==> src/rtl/perf_counter_unit.sv <==
// Saturating cycle/instruction/event counters with a multicycle CPI divider.
// Optional shadow snapshot registers are built when PERF_SNAPSHOT_EN is defined.
module perf_counter_unit #(
    parameter int CNT_W   = 32,
    parameter int NUM_EVT = 4,
    parameter int FRAC_W  = 8,
    parameter int SEL_W   = $clog2(NUM_EVT + 2)
) (
    input  logic                    clk,
    input  logic                    pc_rst,
    input  logic                    clr,
    input  logic                    count_en,
    input  logic                    instr_retire,
    input  logic [NUM_EVT-1:0]      evt_in,
    input  logic [SEL_W-1:0]        rd_sel,
    output logic [CNT_W-1:0]        rd_data,
    output logic [NUM_EVT+1:0]      ovf,
    input  logic                    cpi_start,
    output logic                    cpi_busy,
    output logic                    cpi_valid,
    output logic [CNT_W+FRAC_W-1:0] cpi_q,
    output logic                    cpi_div0,
    input  logic                    snap,
    input  logic                    rd_shadow
);

    localparam int NC = NUM_EVT + 2;
    localparam int QW = CNT_W + FRAC_W;
    localparam int BW = $clog2(QW + 1);

    typedef enum logic [1:0] {
        IDLE,
        LOAD,
        DIV,
        DONE
    } div_state_e;

    logic [CNT_W-1:0] cnt_q [NC];
    logic [CNT_W-1:0] cnt_d [NC];
    logic [NC-1:0]    ovf_q, ovf_d;
    logic [NC-1:0]    inc;

    always_comb begin
        inc   = {evt_in, instr_retire, 1'b1};
        ovf_d = ovf_q;
        for (int i = 0; i < NC; i++) begin
            cnt_d[i] = cnt_q[i];
        end
        if (clr) begin
            ovf_d = '0;
            for (int i = 0; i < NC; i++) begin
                cnt_d[i] = '0;
            end
        end else if (count_en) begin
            for (int i = 0; i < NC; i++) begin
                if (inc[i]) begin
                    if (&cnt_q[i]) ovf_d[i] = 1'b1;
                    else           cnt_d[i] = cnt_q[i] + 1'b1;
                end
            end
        end
    end

    always_ff @(posedge clk or posedge pc_rst) begin
        if (pc_rst) begin
            ovf_q <= '0;
            for (int i = 0; i < NC; i++) begin
                cnt_q[i] <= '0;
            end
        end else begin
            ovf_q <= ovf_d;
            for (int i = 0; i < NC; i++) begin
                cnt_q[i] <= cnt_d[i];
            end
        end
    end

    assign ovf = ovf_q;

    // dvd holds C at start, C<<FRAC_W after LOAD, and the quotient as bits shift in
    div_state_e       state_q, state_d;
    logic [QW-1:0]    dvd_q, dvd_d;
    logic [CNT_W-1:0] rem_q, rem_d;
    logic [CNT_W-1:0] dsr_q, dsr_d;
    logic [BW-1:0]    bit_q, bit_d;
    logic [QW-1:0]    cpi_q_q, cpi_q_d;
    logic             div0_q, div0_d;
    logic             valid_q, valid_d;
    logic [CNT_W:0]   rem_sh, rem_sub;
    logic             qbit;

    always_comb begin
        state_d = state_q;
        dvd_d   = dvd_q;
        rem_d   = rem_q;
        dsr_d   = dsr_q;
        bit_d   = bit_q;
        cpi_q_d = cpi_q_q;
        div0_d  = div0_q;
        valid_d = 1'b0;
        rem_sh  = {rem_q, dvd_q[QW-1]};
        rem_sub = rem_sh - {1'b0, dsr_q};
        qbit    = (rem_sh >= {1'b0, dsr_q});
        unique case (state_q)
            IDLE: begin
                if (cpi_start) begin
                    dvd_d   = QW'(cnt_q[0]);
                    dsr_d   = cnt_q[1];
                    state_d = LOAD;
                end
            end
            LOAD: begin
                if (dsr_q == '0) begin
                    dvd_d   = '1;
                    div0_d  = 1'b1;
                    state_d = DONE;
                end else begin
                    dvd_d   = dvd_q << FRAC_W;
                    rem_d   = '0;
                    bit_d   = '0;
                    div0_d  = 1'b0;
                    state_d = DIV;
                end
            end
            DIV: begin
                if (qbit) rem_d = rem_sub[CNT_W-1:0];
                else      rem_d = rem_sh[CNT_W-1:0];
                dvd_d = {dvd_q[QW-2:0], qbit};
                bit_d = bit_q + 1'b1;
                if (bit_q == BW'(QW - 1)) state_d = DONE;
            end
            DONE: begin
                cpi_q_d = dvd_q;
                valid_d = 1'b1;
                state_d = IDLE;
            end
            default: state_d = IDLE;
        endcase
        // clr aborts the divider and drops a coincident start
        if (clr) begin
            state_d = IDLE;
            valid_d = 1'b0;
            div0_d  = 1'b0;
        end
    end

    always_ff @(posedge clk or posedge pc_rst) begin
        if (pc_rst) begin
            state_q <= IDLE;
            dvd_q   <= '0;
            rem_q   <= '0;
            dsr_q   <= '0;
            bit_q   <= '0;
            cpi_q_q <= '0;
            div0_q  <= 1'b0;
            valid_q <= 1'b0;
        end else begin
            state_q <= state_d;
            dvd_q   <= dvd_d;
            rem_q   <= rem_d;
            dsr_q   <= dsr_d;
            bit_q   <= bit_d;
            cpi_q_q <= cpi_q_d;
            div0_q  <= div0_d;
            valid_q <= valid_d;
        end
    end

    assign cpi_busy  = (state_q == LOAD) || (state_q == DIV);
    assign cpi_valid = valid_q;
    assign cpi_q     = cpi_q_q;
    assign cpi_div0  = div0_q;

    logic [CNT_W-1:0] rd_src [NC];

`ifdef PERF_SNAPSHOT_EN
    logic [CNT_W-1:0] shd_q [NC];
    logic [CNT_W-1:0] shd_d [NC];

    always_comb begin
        for (int i = 0; i < NC; i++) begin
            shd_d[i]  = snap ? cnt_d[i] : shd_q[i];
            rd_src[i] = rd_shadow ? shd_q[i] : cnt_q[i];
        end
    end

    always_ff @(posedge clk or posedge pc_rst) begin
        if (pc_rst) begin
            for (int i = 0; i < NC; i++) begin
                shd_q[i] <= '0;
            end
        end else begin
            for (int i = 0; i < NC; i++) begin
                shd_q[i] <= shd_d[i];
            end
        end
    end
`else
    logic unused_snap;
    assign unused_snap = snap ^ rd_shadow;

    always_comb begin
        for (int i = 0; i < NC; i++) begin
            rd_src[i] = cnt_q[i];
        end
    end
`endif

    always_comb begin
        rd_data = '0;
        for (int i = 0; i < NC; i++) begin
            if (rd_sel == SEL_W'(i)) rd_data = rd_src[i];
        end
    end

endmodule

==> config.mk <==
export PLATFORM = sky130hd
export DESIGN_NAME = perf_counter_unit
export DESIGN_NICKNAME = d
export VERILOG_FILES = /design/src/rtl/perf_counter_unit.sv
export SDC_FILE = /design/constraint.sdc
export NUM_CORES = 1
export LEC_CHECK = 0
export CORE_UTILIZATION = 40
export DETAILED_ROUTE_END_ITERATION = 8
export GPL_ROUTABILITY_DRIVEN = 0
export PLACE_DENSITY_LB_ADDON = 0.08
export SLEW_MARGIN = 20
export SYNTH_ARGS = -nofsm -noshare
export SYNTH_HDL_FRONTEND = slang
export SYNTH_SLANG_ARGS = --single-unit
==> constraint.sdc <==
create_clock -name clk -period 22.4 [get_ports clk]
set_clock_uncertainty 0.05 [all_clocks]
set_input_delay 6.72 -clock clk [delete_from_list [all_inputs] [get_ports clk]]
set_output_delay 6.72 -clock clk [all_outputs]
set_load 0.01 [all_outputs]
==> metrics.md, run 1 <==
| Metric | Value |
|---|---|
| CP endpoint kind | `primary output` |
| Initial antenna violation count | `0` |
| Reg2reg start | `dsr_q[1]` |
| Pwr dens | `140 nW/µm²` |
| Mapped Cells | `around 2200` |
| Layout cells sized above 1 | `9.56%` |
| CP startpoint kind | `input port` |
| Syn avg cell area | `9.41 µm²` |
| Synth unique cells | `86` |
| Critical path arrival | `9600 ps` |
| Area delta synth->final | `14.4%` |
| Vias in the first global route | `approximately 16000` |
| Synth Area in Simple Gates | `around a fifth` |
| Mapped Area | `20300 µm²` |
| Status | `finished clean` |
| Nets | `2257` |
| ANT cells | `0` |
| Post-DR wirelength/cell | `20.2 µm` |
| Worst slew pin tran | `approximately 1100 ps` |
| Largest net degree at the start of global routing | `153` |
| CTS Sinks | `352` |
| Post-CTS Repair Setup Buffers | `0` |
| GRT overflow | `0` |
| P_leak | `around 9.9 nW` |
| Synthesized Nets | `2212` |
| Hold Crit Class | `reg2reg` |
| Max Cap Viol | `0` |
| Yosys warns | `0` |
| Hold-fix buffers, CTS | `0` |
| GRT Total Usage | `23.2%` |
| FF+latch count, synth | `352` |
| I/O pins | `96` |
| CTS clk-pin slew, worst paths | `60 ps` |
| Compound-gate portion of the synthesized area | `12.9%` |
| TritonCTS clock tree | `yes` |
| Site row count | `82` |
| EDFF count, synth | `0` |
| Post-Synth XOR/XNOR Area | `under 10%` |
| RSZ-0062 raised after global routing | `no` |
| Clk root buf | `clkbuf_16` |
| Period minus WS final | `16370 ps` |
| Max Fanout on Critical Path | `35` |
| Antenna viol nets, final | `0` |
| Sequential-to-total area share from yosys stat | `43.5%` |
| WL final | `58600 µm` |
| Die H | `227 µm` |
| Die X-Extent | `227 µm` |
| Clock Latency Late Sink | `570 ps` |
| Drt drc | `0` |
| HPWL Detailed | `41600 µm` |
| Vias per Instance | `5.58` |
| Initial Util | `40.5%` |
| Main synth FF type | `dfrtp_1` |
| Resize count post-CTS | `0` |
| Filler cells | `4889` |
| Adder-cell area share of the yosys netlist | `2.82%` |
| Worst Path Required | `15630 ps` |
| Placeable Area | `50100 µm²` |
| Longest Clk Path Bufs | `3` |
| Pre-antenna DRT Iters | `5` |
| Slew HR | `~30%` |
| Fin Hold WS | `451 ps` |
| Die Area | `51500 µm²` |
| Beginning of the worst hold path | `rem_q[31]` |
| Setup TNS | `0 ps` |
| First-pass GRT wire length | `92900 µm` |
| Post-synthesis mux area share | `9.28%` |
| TritonCTS buffer count | `42` |
| IO Port Bufs | `93` |
| Achievable Freq | `61.1 MHz` |
| Setup CP Type | `in2out` |
| Iteration-0 DRC Markers | `1207` |
| Ys async rst share | `100%` |
| Final setup vio count | `0` |
| Total number of vias | `about 16000` |
| Maximum vdd ir drop | `0.000228 V` |
| Final Hold Viols | `0` |
| Slew Limit Fails | `0` |
| CP startpoint | `rd_sel[1]` |
| Largest family of logic cells by synthesized area | `simple AND/OR/NAND/NOR gates` |
| Final cycle utilization of the critical path | `73.1%` |
| # H-tree levels | `2` |
-- per-layer routing --
layer | GRT usage (%) | vias to the layer above | wire length [µm]
met5 | 0 | - | 0
met3 | 2.90 | 110 | 2380
li1 | - | 7746 | -
met2 | 37.2 | 352 | 27200
met1 | 31.6 | 7989 | 26600
met4 | 9.85 | 0 | 2390
-- Yosys cell counts, types with 4 or more instances --
library cell,instances,area (µm²)
nand4_1,51,319
a31oi_1,12,75.1
nor3_1,28,140
o21a_1,7,52.6
nor4_1,17,106
a211oi_1,5,37.5
nand4_2,6,75.1
nand3_1,83,415
o31ai_1,7,52.6
o21ai_1,29,145
nand2b_1,5,31.3
buf_1,13,48.8
a21oi_1,96,480
a21o_1,19,143
o21ai_0,121,606
o22ai_1,11,68.8
a221oi_1,32,280
buf_2,7,35.0
and3_1,30,188
ha_1,44,551
and2_1,13,81.3
mux2_2,71,800
mux2i_1,84,841
nand2_1,232,871
buf_6,5,56.3
nor2b_1,14,87.6
nor2_1,242,908
inv_1,77,289
dfrtp_1,352,8810
mux4_2,10,225
and4_1,21,184
o2111ai_1,4,35.0
clkbuf_1,83,312
nor4b_1,4,35.0
o221ai_1,24,210
or3_1,31,194
xnor2_1,80,701
a32oi_1,5,43.8
xor2_1,102,893
o21bai_1,4,30.0
-- worst max-delay path, stage by stage --
cell	delay, ps
clkdlybuf4s50_1	450
buf_4	390
and2_1	770
a21oi_1	250
o221ai_1	370
clkdlybuf4s50_1	620
-- final cells by class --
| type | instances | area [µm²] | area share, % |
|---|---|---|---|
| clock buffer | 66 | 1300 | 5.62 |
| clock inverter | 10 | 135 | 0.583 |
| inverter | 77 | 297 | 1.28 |
| multi-input combinational | 1611 | 10700 | 46.1 |
| sequential | 352 | 8810 | 38.0 |
| tap | 672 | 841 | 3.63 |
| timing repair buffer | 113 | 1110 | 4.80 |
-- cell families (layout without fill, tap and decap cells) --
| kind of cell | count (synthesis) | count (layout) |
|---|---|---|
| simple gates | 809 | 809 |
| compound gates | 409 | 409 |
| flops | 352 | 352 |
| buf+inv | 189 | 266 |
| xor+xnor | 182 | 182 |
| mux | 166 | 166 |
| fa+ha+maj | 45 | 45 |
-- report_power, final --
| group | internal, mW | switching (mW) |
|---|---|---|
| sequential | 0.713 | 0.0700 |
| combinational | 0.761 | 0.986 |
| clock | 0.433 | 0.279 |
-- flip-flops by register name, summed over array words and instances (netlist names) --
signal     cells
cpi_valid      1
ovf            6
dsr_q         32
rem_q         32
cpi_div0       1
dvd_q         40
cpi_q         40
state_q        2
bit_q          6
cnt_q        192
-- final timing paths --
path	to	slack [ps]	cells after the start
max	rd_data[9]	6030	6
min	rem_q[31]	450	2
max reg2reg	dvd_q[0]	18670	11
min reg2reg	rem_q[31]	450	2
max in group asynchronous	bit_q[5]	14140	3
min in group asynchronous	cnt_q[59]	6680	2
-- placed cells by master (no fill, tap or decap), types with 14 or more instances in the layout --
master           instances
or3_1                   31
clkbuf_16               43
a21oi_1                 96
dfrtp_1                352
nand3_1                 83
nor4_1                  17
xor2_1                 102
clkdlybuf4s50_1         91
nor3_1                  27
inv_1                   76
nand4_1                 51
o21ai_1                 28
xnor2_1                 80
buf_4                   19
a221oi_1                32
and2_1                  14
mux2_2                  71
nand2_1                232
ha_1                    42
a21o_1                  19
nor2b_1                 14
mux2i_1                 84
and4_1                  21
nor2_1                 242
and3_1                  30
o221ai_1                24
o21ai_0                121
clkbuf_8                14
-- metrics by stage --
stage	power [mW]	utilization [%]	instance area, µm²	setup WS (ps)	std cells
floorplan	2.23	-	20300	5870	2152
global placement	2.54	43.4	21700	5800	2824
detailed placement	2.55	43.4	21700	5800	2824
CTS	3.28	46.2	23100	5780	2900
global route	3.47	46.3	23200	5880	2901
finish	3.24	46.3	23200	6030	2901
Note: power is estimated with default switching activity, not from simulation.
==> run 2: changes to the inputs <==
Clock period 22.4 ns to 14.36 ns, I/O delays scaled along.
==> run 2 against run 1 <==
Sequential share of layout area increased by 0.099 points. Global-route usage barely moved. Cell area fell by 0.26%. Core utilization decreased by 0.12 points. Via count rose by 0.58%. Register-to-register slack lost 8000 ps. Combinational power is 55% higher. Worst setup slack worse by 3200 ps. First-iteration DRC count is 9.4% lower. Largest cell class unchanged. Highest routed layer unchanged.
==> metrics.md, run 2 (synthesis gave the netlist of run 1 again) <==
| Metric | Value |
|---|---|
| Post-CTS Repair Setup Buffers | `0` |
| Most frequent cells in the layout | `352 x dfrtp_1, 242 x nor2_1, 232 x nand2_1` |
| Placed Area | `21700 µm²` |
| Worst path most repeated cell | `clkdlybuf4s50_1` |
| Setup CP Type | `in2out` |
| Final setup vio count | `0` |
| TritonCTS buffer count | `42` |
| Pre-antenna DRT Iters | `5` |
| Vias per Instance | `5.61` |
| Final cycle utilization of the critical path | `between 80% and 90%` |
| Initial Util | `40.5%` |
| Status | `finished clean` |
| First-pass GRT wire length | `92500 µm` |
| Hold-fix buffers, CTS | `0` |
| Slew HR | `24.9%` |
| WL final | `58700 µm` |
| CTS clk-pin slew, worst paths | `60 ps` |
| RSZ-0062 raised after global routing | `no` |
| Pwr dens | `218 nW/µm²` |
| Max Fanout on Critical Path | `35` |
| Ordered cell list for the critical path | `clkdlybuf4s50_1 -> buf_4 -> and2_1 -> a21oi_1 -> o221ai_1 -> clkdlybuf4s50_1` |
| Reg2reg setup slack | `10650 ps` |
| Die Area | `51500 µm²` |
| Nets | `2258` |
| IO Port Bufs | `just over 90` |
| Commonest non-fill, non-tap cell in the layout | `dfrtp_1` |
| Met3 wire length | `1890 µm` |
| Slew Limit Fails | `0` |
| CP startpoint kind | `input port` |
| Largest net degree at the start of global routing | `111` |
| Final Hold Viols | `0` |
| Post-layout util | `46.2%` |
| HPWL Detailed | `42000 µm` |
| Design area | `23100 µm²` |
| Max reg flops | `approximately 190` |
| Layout cells sized above 1 | `under 10%` |
| Die X-Extent | `227 µm` |
| Worst Path Required | `10000 ps` |
| Largest Register | `cnt_q` |
| Drt drc | `0` |
| CP peak stage delay | `740 ps` |
| Period minus WS final | `between 10000 and 15000 ps` |
| Antenna viol nets, final | `0` |
| Critical path arrival | `7170 ps` |
| Hold Crit Class | `reg2reg` |
| GRT overflow | `0` |
| Wl on met1 | `26800 µm` |
| Worst slew pin tran | `1130 ps` |
| GRT Total Usage | `23.2%` |
| Die H | `between 200 and 250 µm` |
| Total number of vias | `about 16000` |
| I/O pins | `96` |
| Setup TNS | `0 ps` |
| Initial antenna violation count | `0` |
| Max Cap Viol | `0` |
| TritonCTS clock tree | `yes` |
| P_leak | `9.88 nW` |
| Met2 WL | `28000 µm` |
| Post-DR wirelength/cell | `around 20 µm` |
| Achievable Freq | `86.8 MHz` |
| Resize count post-CTS | `0` |
| CP endpoint kind | `primary output` |
| Setup WS pre-CTS | `2650 ps` |
| Placeable Area | `50100 µm²` |
| Clock Latency Late Sink | `between 500 and 600 ps` |
| Iteration-0 DRC Markers | `1094` |
| Slowest cell on the critical path | `and2_1` |
| CTS Sinks | `352` |
| Maximum vdd ir drop | `0.000384 V` |
| Longest Clk Path Bufs | `3` |
| Clk root buf | `clkbuf_16` |
| # H-tree levels | `2` |
| Min setup slack post-route | `2840 ps` |
| Placed cells | `2826` |
| Max Used Layer | `met4` |
| Vias in the first global route | `around 16000` |
| Area delta synth->final | `14.1%` |
| Site row count | `approximately 80` |
| Non-filler cells, final | `2902` |
==> run 2: path summary, 6_finish.rpt <==
kind	startpoint	endpoint	depth (start not counted)
worst max-delay path	rd_sel[1]	rd_data[12]	6
worst min-delay path	dvd_q[38]	dvd_q[38]	2
worst max register to register	dsr_q[1]	dvd_q[0]	11
worst min register to register	dvd_q[38]	dvd_q[38]	2
max in group asynchronous	pc_rst	cpi_q[29]	4
min in group asynchronous	pc_rst	cnt_q[59]	2
==> run 2: area by class of cell <==
class	count	area, µm²
Clock buffer	63	1280
Sequential cell	352	8810
Fill cell	4928	27000
Antenna cell	1	2.50
Clock inverter	12	119
Multi-Input combinational cell	1611	10700
Timing Repair Buffer	114	1090
Inverter	77	297
Tap cell	672	841
==> run 2: power breakdown <==
group          switching, mW  leakage [nW]  internal, mW
sequential             0.110          4.85          1.11
clock                  0.432         0.692         0.651
combinational           1.54          4.34          1.19
==> run 2: layer usage <==
metal	GRT usage (%)	vias to the layer above
met5	0	-
met2	38.2	305
li1	-	7752
met3	2.48	83
met4	8.36	0
met1	31.5	8151
==> run 2: critical path, delay by kind of cell <==
| family | cells | cell delay [ps] |
|---|---|---|
| and+or+nand+nor | 1 | 740 |
| buffers and inverters | 3 | 1470 |
| AOI/OAI and AO/OA | 2 | 630 |
==> run 2: metrics by stage <==
| stage | hold slack [ps] | total power [mW] |
|---|---|---|
| finish | 450 | 5.03 |
| global placement | 433 | 3.96 |
| detailed placement | 442 | 3.98 |
| global route | 473 | 5.38 |
| CTS | 457 | 5.08 |
| floorplan | 414 | 3.48 |
==> run 3: changes to the inputs <==
Clock period 14.36 ns to 11.6 ns, I/O delays scaled along.
==> run 3 against run 2 <==
Register-to-register slack worse by 2700 ps. Worst setup slack worse by 640 ps. Via count shrank 0.73%. Clock power increased by 24%. Cell area hardly changed. Sequential power grew 25%. First-iteration DRC count increased by 5.5%. Global-route usage rose by 0.34 points. Power increased by 24%. Critical path depth down 1. Critical endpoint is now rd_data[14].
==> metrics.md, run 3 (synthesis gave the netlist of run 1 again) <==
| Metric | Value |
|---|---|
| Status | `finished clean` |
| CTS Sinks | `352` |
| Hold Path Depth | `2` |
| HPWL Detailed | `42000 µm` |
| WL final | `59000 µm` |
| Most frequent cells in the layout | `352 x dfrtp_1, 242 x nor2_1, 232 x nand2_1` |
| P_leak | `9.87 nW` |
| TritonCTS buffer count | `43` |
| Design area | `about 23000 µm²` |
| Clock Latency Late Sink | `between 500 and 600 ps` |
| Max reg flops | `192` |
| Total number of vias | `16200` |
| Largest Register | `cnt_q` |
| Initial antenna violation count | `0` |
| CP delay by family, top | `buffers and inverters` |
| Filler cells | `4883` |
| Post-DR wirelength/cell | `20.3 µm` |
| IO Port Bufs | `93` |
| Setup TNS | `0 ps` |
| Pre-antenna DRT Iters | `5` |
| # H-tree levels | `2` |
| Area occupied by multi-input gates | `10700 µm²` |
| Pwr dens | `270 nW/µm²` |
| Largest net degree at the start of global routing | `160` |
| Post-layout util | `46.2%` |
| RSZ-0062 raised after global routing | `no` |
| Max Cap Viol | `0` |
| Iteration-0 DRC Markers | `between 1000 and 1500` |
| Final cycle utilization of the critical path | `between 80% and 90%` |
| Hold Crit Class | `reg2reg` |
| CP startpoint kind | `input port` |
| ANT cells | `0` |
| Initial Util | `40.5%` |
| Nets | `between 2000 and 2500` |
| Hold-fix buffers, CTS | `0` |
| Achievable Freq | `106 MHz` |
| Vias per Instance | `5.57` |
| Resize count post-CTS | `0` |
| GRT Total Usage | `23.5%` |
| Max Fanout on Critical Path | `22` |
| Reg2reg setup slack | `7940 ps` |
| Longest Clk Path Bufs | `3` |
| Area delta synth->final | `14.1%` |
| Worst path most repeated cell | `clkdlybuf4s50_1` |
| Setup CP Type | `in2out` |
| Placeable Area | `about 50000 µm²` |
| Post-CTS Repair Setup Buffers | `0` |
| Beginning of the worst hold path | `ovf[1]` |
| Site row count | `just over 80` |
| I/O pins | `96` |
| Slowest cell on the critical path | `and2_1` |
| CP bufs+invs | `2` |
| Final Hold Viols | `0` |
| Die Area | `approximately 52000 µm²` |
| Maximum vdd ir drop | `0.000411 V` |
| Worst Path Required | `slightly above 8000 ps` |
| Final setup vio count | `0` |
| CP peak stage delay | `690 ps` |
| Register area | `8810 µm²` |
| Overall Power | `6.24 mW` |
| Fin Hold WS | `450 ps` |
| Clk root buf | `clkbuf_16` |
| CTS clk-pin slew, worst paths | `around 50 ps` |
| TritonCTS clock tree | `yes` |
| Worst r2r path cells | `11` |
| First-pass GRT wire length | `93900 µm` |
| Slew Limit Fails | `0` |
| Worst slew pin tran | `1160 ps` |
| Die X-Extent | `227 µm` |
| WHS Endpoint | `ovf[1]` |
| Ordered cell list for the critical path | `clkdlybuf4s50_1 -> and2_1 -> a21oi_1 -> o221ai_1 -> clkdlybuf4s50_1` |
| Commonest non-fill, non-tap cell in the layout | `dfrtp_1` |
| Vias in the first global route | `15900` |
| Die H | `approximately 230 µm` |
| Placed Area | `21700 µm²` |
| CP endpoint kind | `primary output` |
| FF-to-FF End | `dvd_q[0]` |
| Antenna viol nets, final | `0` |
| Reg2reg start | `dsr_q[1]` |
| GRT overflow | `0` |
| Drt drc | `0` |
| Slew HR | `about 22%` |
| Critical path arrival | `5870 ps` |
| Period minus WS final | `9400 ps` |
| Layout cells sized above 1 | `about a tenth` |
==> run 3: changes by cell type in the layout (fill, tap and decap cells not counted), sizes merged <==
| cell | before | now |
|---|---|---|
| clkbuf | 63 | 68 |
| clkinvlp | 2 | 3 |
| buf | 23 | 21 |
| clkinv | 7 | 5 |
| diode | 1 | 0 |
| inv | 78 | 76 |
==> run 3: worst max path at each step <==
stage	start	end	cells after the start
6_report	rd_sel[1]	rd_data[14]	5
5_1_grt	rd_sel[1]	rd_data[12]	5
4_1_cts	rd_sel[1]	rd_data[15]	5
3_5_place_dp	rd_sel[1]	rd_data[15]	5
3_3_place_gp	rd_sel[1]	rd_data[9]	5
2_1_floorplan	rd_sel[1]	rd_data[10]	6
==> run 3: per-layer routing <==
layer | wire length, µm | GRT usage, % | vias up | share of wire, %
met5 | 0 | 0 | - | 0
met3 | 2650 | 3.12 | 88 | 4.5
li1 | - | - | 7760 | -
met1 | 26700 | 32.0 | 7957 | 45
met4 | 1840 | 8.21 | 0 | 3.1
met2 | 27800 | 38.3 | 367 | 47
==> run 3: tightest hold or removal path, stage by stage, from the launching register on <==
cell and delay [ps]:
dfrtp_1 340, nor2_1 50, nor2_1 70
==> run 3: report_power, final <==
part / leakage [nW] / switching, mW / total (mW) / internal [mW]
Combinational: 4.33 / 1.91 / 3.38 / 1.47
Sequential: 4.85 / 0.137 / 1.52 / 1.38
Clock: 0.684 / 0.533 / 1.34 / 0.812
Total: 9.87 / 2.58 / 6.24 / 3.66
==> run 3: final cells by class <==
| type | instances | area share, % |
|---|---|---|
| sequential | 352 | 38.1 |
| tap | 672 | 3.64 |
| clock inverter | 9 | 0.433 |
| multi-input combinational | 1611 | 46.2 |
| inverter | 77 | 1.27 |
| clock buffer | 68 | 5.63 |
| timing repair buffer | 112 | 4.75 |
==> run 3: metrics by stage <==
stage,std cells,setup WS [ps]
detailed placement,2824,2220
global route,2901,2060
CTS,2901,2200
finish,2901,2200
global placement,2824,1910
floorplan,2152,2980
